==> src/rtl/sad_search_ctrl.sv <==
// SAD motion-search controller: kicks the SAD engine, waits with a watchdog,
// then scans the SAD result memory for the minimum cost and its index.
module sad_search_ctrl (
  input  logic        Clk,
  input  logic        Rst,
  input  logic        Start,
  input  logic [7:0]  Num_Cand,
  output logic        Sad_Go,
  input  logic        Sad_Done,
  output logic [6:0]  C_Addr,
  output logic        C_En,
  input  logic [31:0] C_Rd_Data,
  output logic        Busy,
  output logic        Done,
  output logic        Error,
  output logic [31:0] Best_Sad,
  output logic [6:0]  Best_Idx
);

  typedef enum logic [2:0] {
    IDLE  = 3'd0,
    KICK  = 3'd1,
    WAIT  = 3'd2,
    SCAN  = 3'd3,
    DRAIN = 3'd4,
    FIN   = 3'd5
  } state_t;

  state_t      state_r;
  logic [7:0]  n_r;
  logic [11:0] wdog_r;
  logic [6:0]  rd_idx_r;
  logic [31:0] min_sad_r;
  logic [6:0]  min_idx_r;
  logic        cmp_vld_r;
  logic [6:0]  cmp_idx_r;

  logic [31:0] min_sad_s;
  logic [6:0]  min_idx_s;
  logic        last_s;

  assign last_s = ({1'b0, rd_idx_r} == (n_r - 8'd1));

  // Running-minimum update; strict less-than keeps the lower index on ties.
  always_comb begin
    min_sad_s = min_sad_r;
    min_idx_s = min_idx_r;
    if (cmp_vld_r && (C_Rd_Data < min_sad_r)) begin
      min_sad_s = C_Rd_Data;
      min_idx_s = cmp_idx_r;
    end else begin
      min_sad_s = min_sad_r;
      min_idx_s = min_idx_r;
    end
  end

  // Search FSM with all outputs registered.
  always_ff @(posedge Clk) begin
    if (Rst) begin
      state_r   <= IDLE;
      n_r       <= 8'd0;
      wdog_r    <= 12'd0;
      rd_idx_r  <= 7'd0;
      min_sad_r <= 32'hFFFF_FFFF;
      min_idx_r <= 7'd0;
      cmp_vld_r <= 1'b0;
      cmp_idx_r <= 7'd0;
      Sad_Go    <= 1'b0;
      C_En      <= 1'b0;
      C_Addr    <= 7'd0;
      Busy      <= 1'b0;
      Done      <= 1'b0;
      Error     <= 1'b0;
      Best_Sad  <= 32'hFFFF_FFFF;
      Best_Idx  <= 7'd0;
    end else begin
      // Read data returns one cycle after C_En, so the compare lags the read.
      cmp_vld_r <= C_En;
      cmp_idx_r <= C_Addr;
      min_sad_r <= min_sad_s;
      min_idx_r <= min_idx_s;
      case (state_r)
        IDLE: begin
          if (Start && (Num_Cand != 8'd0)) begin
            n_r     <= (Num_Cand > 8'd128) ? 8'd128 : Num_Cand;
            Error   <= 1'b0;
            Busy    <= 1'b1;
            Sad_Go  <= 1'b1;
            state_r <= KICK;
          end else begin
            state_r <= IDLE;
          end
        end
        KICK: begin
          Sad_Go    <= 1'b0;
          wdog_r    <= 12'd0;
          min_sad_r <= 32'hFFFF_FFFF;
          min_idx_r <= 7'd0;
          state_r   <= WAIT;
        end
        WAIT: begin
          if (Sad_Done) begin
            rd_idx_r <= 7'd0;
            C_En     <= 1'b1;
            C_Addr   <= 7'd0;
            state_r  <= SCAN;
          end else if (wdog_r == 12'd4095) begin
            Error    <= 1'b1;
            Done     <= 1'b1;
            Best_Sad <= 32'hFFFF_FFFF;
            Best_Idx <= 7'd0;
            state_r  <= FIN;
          end else begin
            wdog_r   <= wdog_r + 12'd1;
          end
        end
        SCAN: begin
          if (last_s) begin
            C_En    <= 1'b0;
            C_Addr  <= 7'd0;
            state_r <= DRAIN;
          end else begin
            rd_idx_r <= rd_idx_r + 7'd1;
            C_Addr   <= rd_idx_r + 7'd1;
            C_En     <= 1'b1;
          end
        end
        DRAIN: begin
          // The final compare happens on this edge, so load the bypassed minimum.
          Best_Sad <= min_sad_s;
          Best_Idx <= min_idx_s;
          Done     <= 1'b1;
          state_r  <= FIN;
        end
        FIN: begin
          Done    <= 1'b0;
          Busy    <= 1'b0;
          state_r <= IDLE;
        end
        default: begin
          Sad_Go  <= 1'b0;
          C_En    <= 1'b0;
          Done    <= 1'b0;
          Busy    <= 1'b0;
          state_r <= IDLE;
        end
      endcase
    end
  end

endmodule

==> config.mk <==
export PLATFORM = sky130hd
export DESIGN_NAME = sad_search_ctrl
export DESIGN_NICKNAME = d
export VERILOG_FILES = /design/src/rtl/sad_search_ctrl.sv
export SDC_FILE = /design/constraint.sdc
export NUM_CORES = 1
export LEC_CHECK = 0
export ABC_CLOCK_PERIOD_IN_PS = 7200
export CAP_MARGIN = 5
export CORE_AREA = 2 2 115 117
export CTS_BUF_LIST = sky130_fd_sc_hd__clkbuf_8
export DETAILED_ROUTE_END_ITERATION = 12
export DIE_AREA = 0 0 117 119
export DONT_BUFFER_PORTS = 1
export SYNTH_ARGS = -nofsm -noshare
export SYNTH_HDL_FRONTEND = slang
export SYNTH_SLANG_ARGS = --single-unit
export TNS_END_PERCENT = 30
==> constraint.sdc <==
create_clock -name Clk -period 7.2 [get_ports Clk]
set_input_delay 0.36 -clock Clk [delete_from_list [all_inputs] [get_ports Clk]]
set_output_delay 0.36 -clock Clk [all_outputs]
set_load 0.05 [all_outputs]
==> impl_results.md, run 1 <==
- Status: finished, final reports clean
- Htree depth: 4
- Mean post-synth cell area: 8.831 µm²
- Core Area: 0.01287 mm²
- Row count: 42
- Critical Path Fanout Max: 24
- CTS buffer count: 17
- Static Leakage: 2.572 nW
- FMAX: 269.7 MHz
- Vias in the first global route: 4209
- Overflow after GRT: 0
- Seq cells post-synth: 128
- Starting density of the core: 43.69%
- Int Pwr: 0.001245 W
- Clock Skews: 0.01014 ns
- Area Growth Syn to Fin: 10.08%
- DRC: 0
- Pwr dens: 296.0 mW/mm²
- Final setup vio count: 0
- Switch share: 32.06%
- CTS clk-pin slew, worst paths: 0.07 ns
- Detail Placement HPWL: 8.859 mm
- Asr flop ratio synth: 0%
- Largest net degree at the start of global routing: 40
- R2R setup slack: 3.49 ns
- YS warnings: 0
- ANT cells: 0
- CP required: 7.51 ns
- Worst hold start: C_Rd_Data[6]
- Mapped cell area: 0.005625 mm²
- Commonest non-fill, non-tap cell in the layout: dfxtp_1
- R2r startpoint: min_sad_r[19]
- Setup bufs post-CTS: 0
- Cell variety after synth: 50
- Setup TNS: 0 ns
- Avg Vias per Cell: 5.259
- Port buffer count: 0
- First-pass GRT wire length: 19.99 mm
- Global routing's busiest layer: met2
- Clock power frac: 35.7%
- Unrepaired setup endpoints after global routing: false
- IO Pins: 95
- Sequential power share: 45.1%
- Tot GR Track Use: 18.48%
- CTS sink count: 128
- Final Hold Viols: 0
- Hold path endpoint: min_sad_r[6]
- Fin Hold WS: 0.05811 ns
- Met3 Usage GRT: 8.142%
- Nature of the critical path startpoint: flop
- Final wirelength: 12.48 mm
- CTS tree: built
- Mapped Nets: 715
- Actual slew at the worst max-slew pin: 1.169 ns
- Number of max-cap violations: 0
- Routing usage on met2: 30.82%
- Chip width: 117 µm
- Arrival @ worst endpoint: 4.02 ns
- Most frequent cells in the layout: dfxtp_1, nand2_1, nor2_1, a21oi_1, inv_1
- Top_reg_cell synth: dfxtp_1
- Initial DRC Count: 146
- CP Class: flop to flop
- Logic pwr share: 19.2%
- Count of pins over their slew limit: 0
- Final worst path period need: 3.708 ns
- Gpl congestion: 0.7894
- Layout Nets: 710
- Via Count: 4307
- Post-synth EDFFs: 0
- Maximum vdd drop: 0.0001969 V
- Slew HR: 21.51%
- Register area share after synthesis: 45.55%
- Final Cycle Share: 51.50%
- Layout cell share with drive strength beyond 1: 6.065%
- Clk root buf: clkbuf_8
- M1 GR Usage: 20.47%
- Die area: 0.01392 mm²
- HP Class: input port to flop
- Clk Latency, worst-skew pair: 0.44 ns
- DIE HEIGHT: 119 µm
- RR Endpoint: Best_Sad[30]
- DRT Pass-1 Iters: 4
- Post-DR wirelength/cell: 15.24 µm
- Reg2Reg Depth: 10
- Final ANT Viol Nets: 0
- Clock Path Buffers: 2
- Hold depth: 2
- Post-Synthesis Cells: 637
- Net Sw Power: 0.0005876 W
- Initial antenna violation count: 0
- Setup crit end kind: flop
- Final-layout fill cell count: 1268
-- registers in the layout (all words and copies together), names as in the netlist --
signal	flops
cmp_idx_r	7
wdog_r	12
cmp_vld_r	1
C_En	1
C_Addr	7
Busy	1
n_r	8
state_r	3
rd_idx_r	7
min_sad_r	32
Best_Idx	7
Error	1
Done	1
Best_Sad	32
Sad_Go	1
min_idx_r	7
-- through the flow --
stage / setup slack, ns / util (%) / power, W / std cells / cell area, µm²
CTS: 3.449 / 48.10 / 0.001850 / 819 / 6192
global route: 3.240 / 48.10 / 0.001929 / 819 / 6192
global placement: 3.540 / 44.70 / 0.001179 / 788 / 5756
floorplan: 4.525 / - / 0.001107 / 637 / 5625
detailed placement: 3.456 / 44.70 / 0.001188 / 788 / 5756
finish: 3.492 / 48.10 / 0.001833 / 819 / 6192
-- repair_timing --
action                    in CTS  in global routing
hold buffers                   1                  0
hold endpoints to repair      34                  0
resized for setup              0                  0
-- cells in the mapped netlist (all sizes together) (2+ instances only) --
cell       n  area (µm²)
xor2      15       131.4
o31ai      2       15.01
buf        5       42.53
nand4b     2       17.52
o22ai     10       62.56
ha        34       425.4
nand4      8       50.05
and2       4       25.02
inv       42       157.7
nor2      72       270.3
nor3       4       20.02
a21o       5       37.54
nand3     14       70.07
a211oi     5       42.54
nand2     73       274.0
mux2i     40       400.4
and4       2       17.52
nor4       7       43.79
nand3b     8       60.06
a32o       2       20.02
xnor2      9       78.83
a21boi     2       15.02
o2111ai    2       17.52
clkbuf    24       90.09
a21oi     70       350.3
o21ai     10       50.04
nand2b     7       43.79
and3       5       31.28
nor2b     11       68.82
dfxtp    128        2562
-- power groups by stage --
| stage | Sequential [W] | Clock (W) | Combinational (W) |
|---|---|---|---|
| after floorplan | 0.000813 | 0 | 0.000295 |
| after global placement | 0.000840 | 0 | 0.000340 |
| after detailed placement | 0.000841 | 0 | 0.000347 |
| after CTS | 0.000825 | 0.000673 | 0.000353 |
| after global routing | 0.000831 | 0.000704 | 0.000395 |
| final | 0.000826 | 0.000654 | 0.000353 |
-- cell type report --
cell class              instances  area [µm²]  share of cell area (%)
flip-flops and latches        128        2562                   41.38
inverters                      42       157.7                   2.546
clock buffers                  18       247.7                   4.001
well taps                     176       220.2                   3.556
repair buffers                  5       50.05                  0.8082
clock inverters                12       168.9                   2.728
multi-input cells             438        2785                   44.98
-- kinds of logic after synthesis --
group           share of synthesized area [%]
simple gates                            18.24
compound gates                          12.63
fa+ha+maj                               7.562
mux                                     7.117
buf+inv                                 5.160
flops                                   45.55
xor+xnor                                3.737
-- layer usage --
layer  part of all wire [%]  vias up
li1                       -     2169
met3                    7.5       18
met2                     48      101
met5                      0        -
met4                    1.9        0
met1                     42     2019
-- critical path: stages (launching register included) --
cell	delay [ns]
dfxtp_1	0.33
inv_1	0.05
ha_1	0.28
and3_1	0.19
a221o_1	0.37
a222oi_1	0.34
nand4b_1	0.20
a211oi_4	0.88
buf_4	0.53
mux2i_1	0.30
a21oi_1	0.10
-- worst max-delay path by stage --
stage                     cells past startpoint           from            to  slack [ns]
after CTS                                    10  min_sad_r[19]  Best_Sad[30]        3.45
after global placement                        9  C_Rd_Data[19]  Best_Sad[23]        3.54
after detailed placement                      9  C_Rd_Data[19]  Best_Sad[30]        3.46
after global routing                         10  min_sad_r[19]  Best_Sad[28]        3.24
after floorplan                              10  C_Rd_Data[19]   Best_Idx[0]        4.53
final                                        10  min_sad_r[19]  Best_Sad[30]        3.49
Note: power is estimated with default switching activity, not from simulation.
==> run 2: changes to the inputs <==
ABC_CLOCK_PERIOD_IN_PS = 3100   (was 7200)
clock period = 3.1 ns   (was 7.2 ns; I/O delays follow)
==> run 2 against run 1 <==
  * Global-route usage increased by 1.4 points
  * Highest routed layer unchanged
  * Largest cell class unchanged
  * Critical path depth unchanged
  * Critical endpoint is now Best_Sad[17]
  * Clock skew about the same
  * Non-clock buffer count increased by 53
  * Routed wire length increased by 8.7%
  * Register-to-register slack got worse by 3.3 ns
  * Hold slack got worse by 0.017 ns
  * Worst setup slack got worse by 3.3 ns
  * First-iteration DRC count increased by 43%
  * Core utilization increased by 4.7 points
  * Count of clock-buffer cells in the layout increased by 2
  * Sequential share of layout area decreased by 3.7 points
==> impl_results.md, run 2 (synthesis results as in run 1) <==
- Final setup vio count: 0
- Setup crit end kind: flop
- Critical path's largest stage delay: 0.35 ns
- Clk root buf: clkbuf_8
- CTS buffer count: 17
- Via Count: 4608
- Final wirelength: 13.57 mm
- Row count: 42
- Static Leakage: 2.838 nW
- Arrival @ worst endpoint: 3.19 ns
- CTS sink count: 128
- FMAX: 346.3 MHz
- Slew HR: 55.05%
- R2R setup slack: 0.21 ns
- Maximum vdd drop: 0.0003453 V
- Final core utilization: 52.82%
- Initial DRC Count: 209
- CP required: 3.41 ns
- Final Cycle Share: 93.15%
- Clock Path Buffers: 2
- Largest net degree at the start of global routing: 40
- Hold path endpoint: state_r[1]
- DIE HEIGHT: 119 µm
- Clk Latency, worst-skew pair: 0.44 ns
- Htree depth: 4
- Overflow after GRT: 0
- Final Hold Viols: 0
- Detail Placement HPWL: 9.108 mm
- Final ANT Viol Nets: 0
- Core Area: 0.01287 mm²
- CTS clk-pin slew, worst paths: 0.07 ns
- CTS tree: built
- Initial antenna violation count: 0
- Largest regs: Best_Sad: 32 flops, min_sad_r: 32 flops, wdog_r: 12 flops
- Avg Vias per Cell: 5.272
- CP Class: flop to flop
- Critical-path top delay cell: a221o_1
- Status: finished, final reports clean
- HP Class: input port to flop
- DRT Pass-1 Iters: 5
- Port buffer count: 0
- Hold depth: 4
- Pwr dens: 670.8 mW/mm²
- Worst hold start: Sad_Done
- Post-DR wirelength/cell: 15.53 µm
- RR Endpoint: Best_Sad[17]
- Reg2Reg Depth: 10
- Final worst path period need: 2.888 ns
- Starting density of the core: 43.69%
- Unrepaired setup endpoints after global routing: false
- ANT cells: 0
- Critical path cell sequence: inv_1 -> ha_1 -> and3_1 -> a221o_1 -> a222oi_1 -> nand4b_1 -> a211oi_4 -> buf_6 -> mux2i_1 -> a21oi_1
- Setup TNS: 0 ns
- Layout cell share with drive strength beyond 1: 6.304%
- Chip width: 117 µm
- IO Pins: 95
- Tot GR Track Use: 19.84%
- Count of pins over their slew limit: 0
- Die area: 0.01392 mm²
- Most frequent cells in the layout: dfxtp_1, nand2_1, nor2_1, a21oi_1, dlygate4sd3_1
- Setup bufs post-CTS: 0
- DRC: 0
- Actual slew at the worst max-slew pin: 0.6743 ns
- Area Growth Syn to Fin: 20.89%
- Vias in the first global route: 4658
- Nature of the critical path startpoint: flop
- Tot Pwr: 0.004561 W
- Clock Skews: 0.009663 ns
- Gpl congestion: 0.7979
- Critical Path Fanout Max: 19
- Number of max-cap violations: 0
- Commonest non-fill, non-tap cell in the layout: dfxtp_1
- Layout Nets: 763
- First-pass GRT wire length: 21.58 mm
- R2r startpoint: min_sad_r[17]
## run 2: changes by cell type in the layout (fill, tap and decap cells not counted), moves of 2 or more
| cell | delta |
|---|---|
| buf_4 | +2 |
| dlygate4sd3_1 | +49 |
| clkbuf_8 | +2 |
| clkinv_2 | -2 |
| clkinv_4 | -2 |
| bufinv_16 | +2 |
## run 2: critical path, delay by kind of cell (launching register included)
family / cells / cell delay [ns]
multiplexers: 1 / 0.30
adder cells (fa/ha/maj): 1 / 0.25
AND/OR/NAND/NOR: 2 / 0.38
flip-flops: 1 / 0.34
buffers and inverters: 2 / 0.35
AO/OA/AOI/OAI: 4 / 1.12
## run 2: stage by stage
| stage | instance area (µm²) | setup WS [ns] | hold WS (ns) | instances |
|---|---|---|---|---|
| finish | 6800 | 0.2125 | 0.04106 | 874 |
| global route | 6800 | 0.03106 | 0.04659 | 874 |
| CTS | 6797 | 0.1058 | 0.01431 | 874 |
| detailed placement | 5798 | 0.1160 | 0.2299 | 792 |
| global placement | 5798 | 0.2499 | 0.2279 | 792 |
| floorplan | 5625 | 0.4576 | 0.2910 | 637 |
## run 2: how the worst max path moves through the flow
stage | endpoint | start
after global placement | Best_Idx[1] | min_sad_r[19]
final | Best_Sad[17] | min_sad_r[17]
after floorplan | Best_Idx[0] | min_sad_r[19]
after global routing | rd_idx_r[2] | n_r[2]
after detailed placement | Best_Idx[6] | min_sad_r[19]
after CTS | Best_Idx[6] | min_sad_r[19]
## run 2: layer usage
layer  global-route usage [%]  part of all wire (%)
met1                    22.67                    42
met2                    34.10                    50
met3                    6.616                   6.0
met4                    7.132                   1.9
met5                        0                     0
## run 2: layout make-up
type	instances	area, µm²
flip-flops and latches	128	2562
repair buffers	58	586.8
clock inverters	12	212.7
inverters	42	157.7
fillers	1250	6075
clock buffers	20	275.3
multi-input cells	438	2785
well taps	176	220.2
## run 2: what timing repair did
item,4_1_cts,5_1_grt
gates resized for setup,0,1
hold buffers,50,0
hold endpoints to repair,104,0
endpoints found under the setup margin,0,1
## run 2: where the power goes
part,switching [W],internal (W),total (W)
clock network,0.000644,0.00109,0.00174
registers,0.000179,0.00174,0.00191
logic,0.000566,0.000342,0.000908
==> run 3: changes to the inputs <==
CELL_PAD_IN_SITES_DETAIL_PLACEMENT = 0   (was not set)
CELL_PAD_IN_SITES_GLOBAL_PLACEMENT = 1   (was not set)
PLACE_DENSITY_LB_ADDON = 0.1   (was not set)
==> run 3 against run 2 <==
  * Final cell count fell by 0.69%
  * First-iteration DRC count is 19% lower
  * Flip-flop and latch count unchanged
  * Global-route usage up 0.19 points
  * Maximum frequency down 0.67%
  * Hold slack lost 0.0027 ns
  * Count of clock-buffer cells in the layout up 1
  * Sequential share of layout area is 0.81 points higher
  * Worst setup slack got worse by 0.019 ns
  * Core utilization down 1.1 points
  * Die area is the same
  * Routed wire length shrank 1.4%
  * Critical endpoint is now Best_Sad[23]
  * Largest power group unchanged
==> impl_results.md, run 3 (synthesis results as in run 1) <==
- Core Area: 0.01287 mm²
- Port buffer count: 0
- Final Cycle Share: 93.77%
- Final Hold Viols: 0
- CTS buffer count: 17
- Tot GR Track Use: 20.03%
- Cell Area, Placed: 0.005798 mm²
- Post-DR wirelength/cell: 15.41 µm
- Vias in the first global route: 4455
- First-pass GRT wire length: 21.62 mm
- Gpl congestion: 0.8060
- DRC: 0
- Avg Vias per Cell: 5.190
- DRT Pass-1 Iters: 7
- Arrival @ worst endpoint: 3.20 ns
- Most frequent cells in the layout: dfxtp_1, nand2_1, nor2_1, a21oi_1, inv_1
- Unrepaired setup endpoints after global routing: false
- Setup crit end kind: flop
- Reg2Reg Depth: 10
- Actual slew at the worst max-slew pin: 0.6265 ns
- Final ANT Viol Nets: 0
- Final wirelength: 13.38 mm
- Htree depth: 4
- Clk root buf: clkbuf_8
- Die area: 0.01392 mm²
- Layout cell share with drive strength beyond 1: 5.780%
- Nature of the critical path startpoint: flop
- CP Class: flop to flop
- Row count: 42
- Via Count: 4505
- Commonest non-fill, non-tap cell in the layout: dfxtp_1
- Clock Skews: 0.009394 ns
- Largest regs: Best_Sad: 32 flops, min_sad_r: 32 flops, wdog_r: 12 flops
- Status: finished, final reports clean
- R2R setup slack: 0.19 ns
- CTS tree: built
- Starting density of the core: 43.69%
- Pwr dens: 631.9 mW/mm²
- Count of pins over their slew limit: 0
- Final setup vio count: 0
- CTS clk-pin slew, worst paths: 0.07 ns
- Placed Instances: 792
- Finished Cell Area: 0.006656 mm²
- Hold depth: 3
- ANT cells: 0
- Setup TNS: 0 ns
- Setup bufs post-CTS: 0
- Largest net degree at the start of global routing: 40
- Static Leakage: 2.776 nW
- Layout Nets: 758
- Number of max-cap violations: 0
- Initial DRC Count: 169
- Slew HR: 57.64%
- Clk Latency, worst-skew pair: 0.43 ns
- Post-Layout Cell Count: 868
- CP required: 3.40 ns
- Critical Path Fanout Max: 22
- Detail Placement HPWL: 9.000 mm
- CTS sink count: 128
- Clock Path Buffers: 2
- Final worst path period need: 2.907 ns
- Overflow after GRT: 0
- IO Pins: 95
- Area Growth Syn to Fin: 18.33%
- FMAX: 344.0 MHz
- HP Class: input port to flop
- Maximum vdd drop: 0.0003251 V
- Initial antenna violation count: 0
- DIE HEIGHT: 119 µm
- Chip width: 117 µm
[run 3: per-layer routing]
layer,wire [µm],share of wire [%],GRT usage [%],vias up
met3,758,5.7,5.547,20
met5,0,0,0,-
met2,6519,49,34.25,111
met4,261,2.0,7.353,0
li1,-,-,-,2265
met1,5839,44,23.69,2109
[run 3: report_power, final]
part	switching (W)	total (W)	internal, W
clock network	0.000601	0.00138	0.000778
logic	0.000573	0.000911	0.000337
registers	0.000180	0.00192	0.00174
[run 3: stage by stage]
| stage | setup WS [ns] | hold slack (ns) | total power (W) | utilization, % |
|---|---|---|---|---|
| global route | 0.003788 | 0.03563 | 0.004452 | 51.70 |
| floorplan | 0.4576 | 0.2910 | 0.002572 | - |
| global placement | 0.1309 | 0.2287 | 0.002790 | 45.03 |
| detailed placement | 0.07857 | 0.2300 | 0.002797 | 45.03 |
| CTS | 0.05636 | 0.009974 | 0.004252 | 51.60 |
| finish | 0.1932 | 0.03832 | 0.004206 | 51.70 |
[run 3: repair_timing]
item / CTS / global route
gates resized for setup: 0 / 3
setup endpoints to repair: 0 / 34
hold buffers: 45 / 0
hold endpoints to repair: 104 / 0
[run 3: worst max-delay path: stages (launching register included)]
cell and delay (ns):
dfxtp_1 0.33, inv_1 0.04, ha_1 0.28, and3_1 0.19, a221o_1 0.38, a222oi_1 0.37, nand4b_1 0.22, a211oi_4 0.32
buf_12 0.25, mux2i_1 0.29, a21oi_1 0.10
[run 3: final cells by class]
cell class / instances / area, µm²
inverter: 42 / 157.7
sequential: 128 / 2562
fill: 1275 / 6218
clock buffer: 21 / 289.0
timing repair buffer: 53 / 545.5
clock inverter: 10 / 96.34
tap: 176 / 220.2
multi-input combinational: 438 / 2785
[run 3: final timing paths]
check            endpoint     startpoint
max reg2reg  Best_Sad[23]  min_sad_r[19]
max          Best_Sad[23]  min_sad_r[19]
min reg2reg        n_r[6]         n_r[6]
min            state_r[2]       Sad_Done
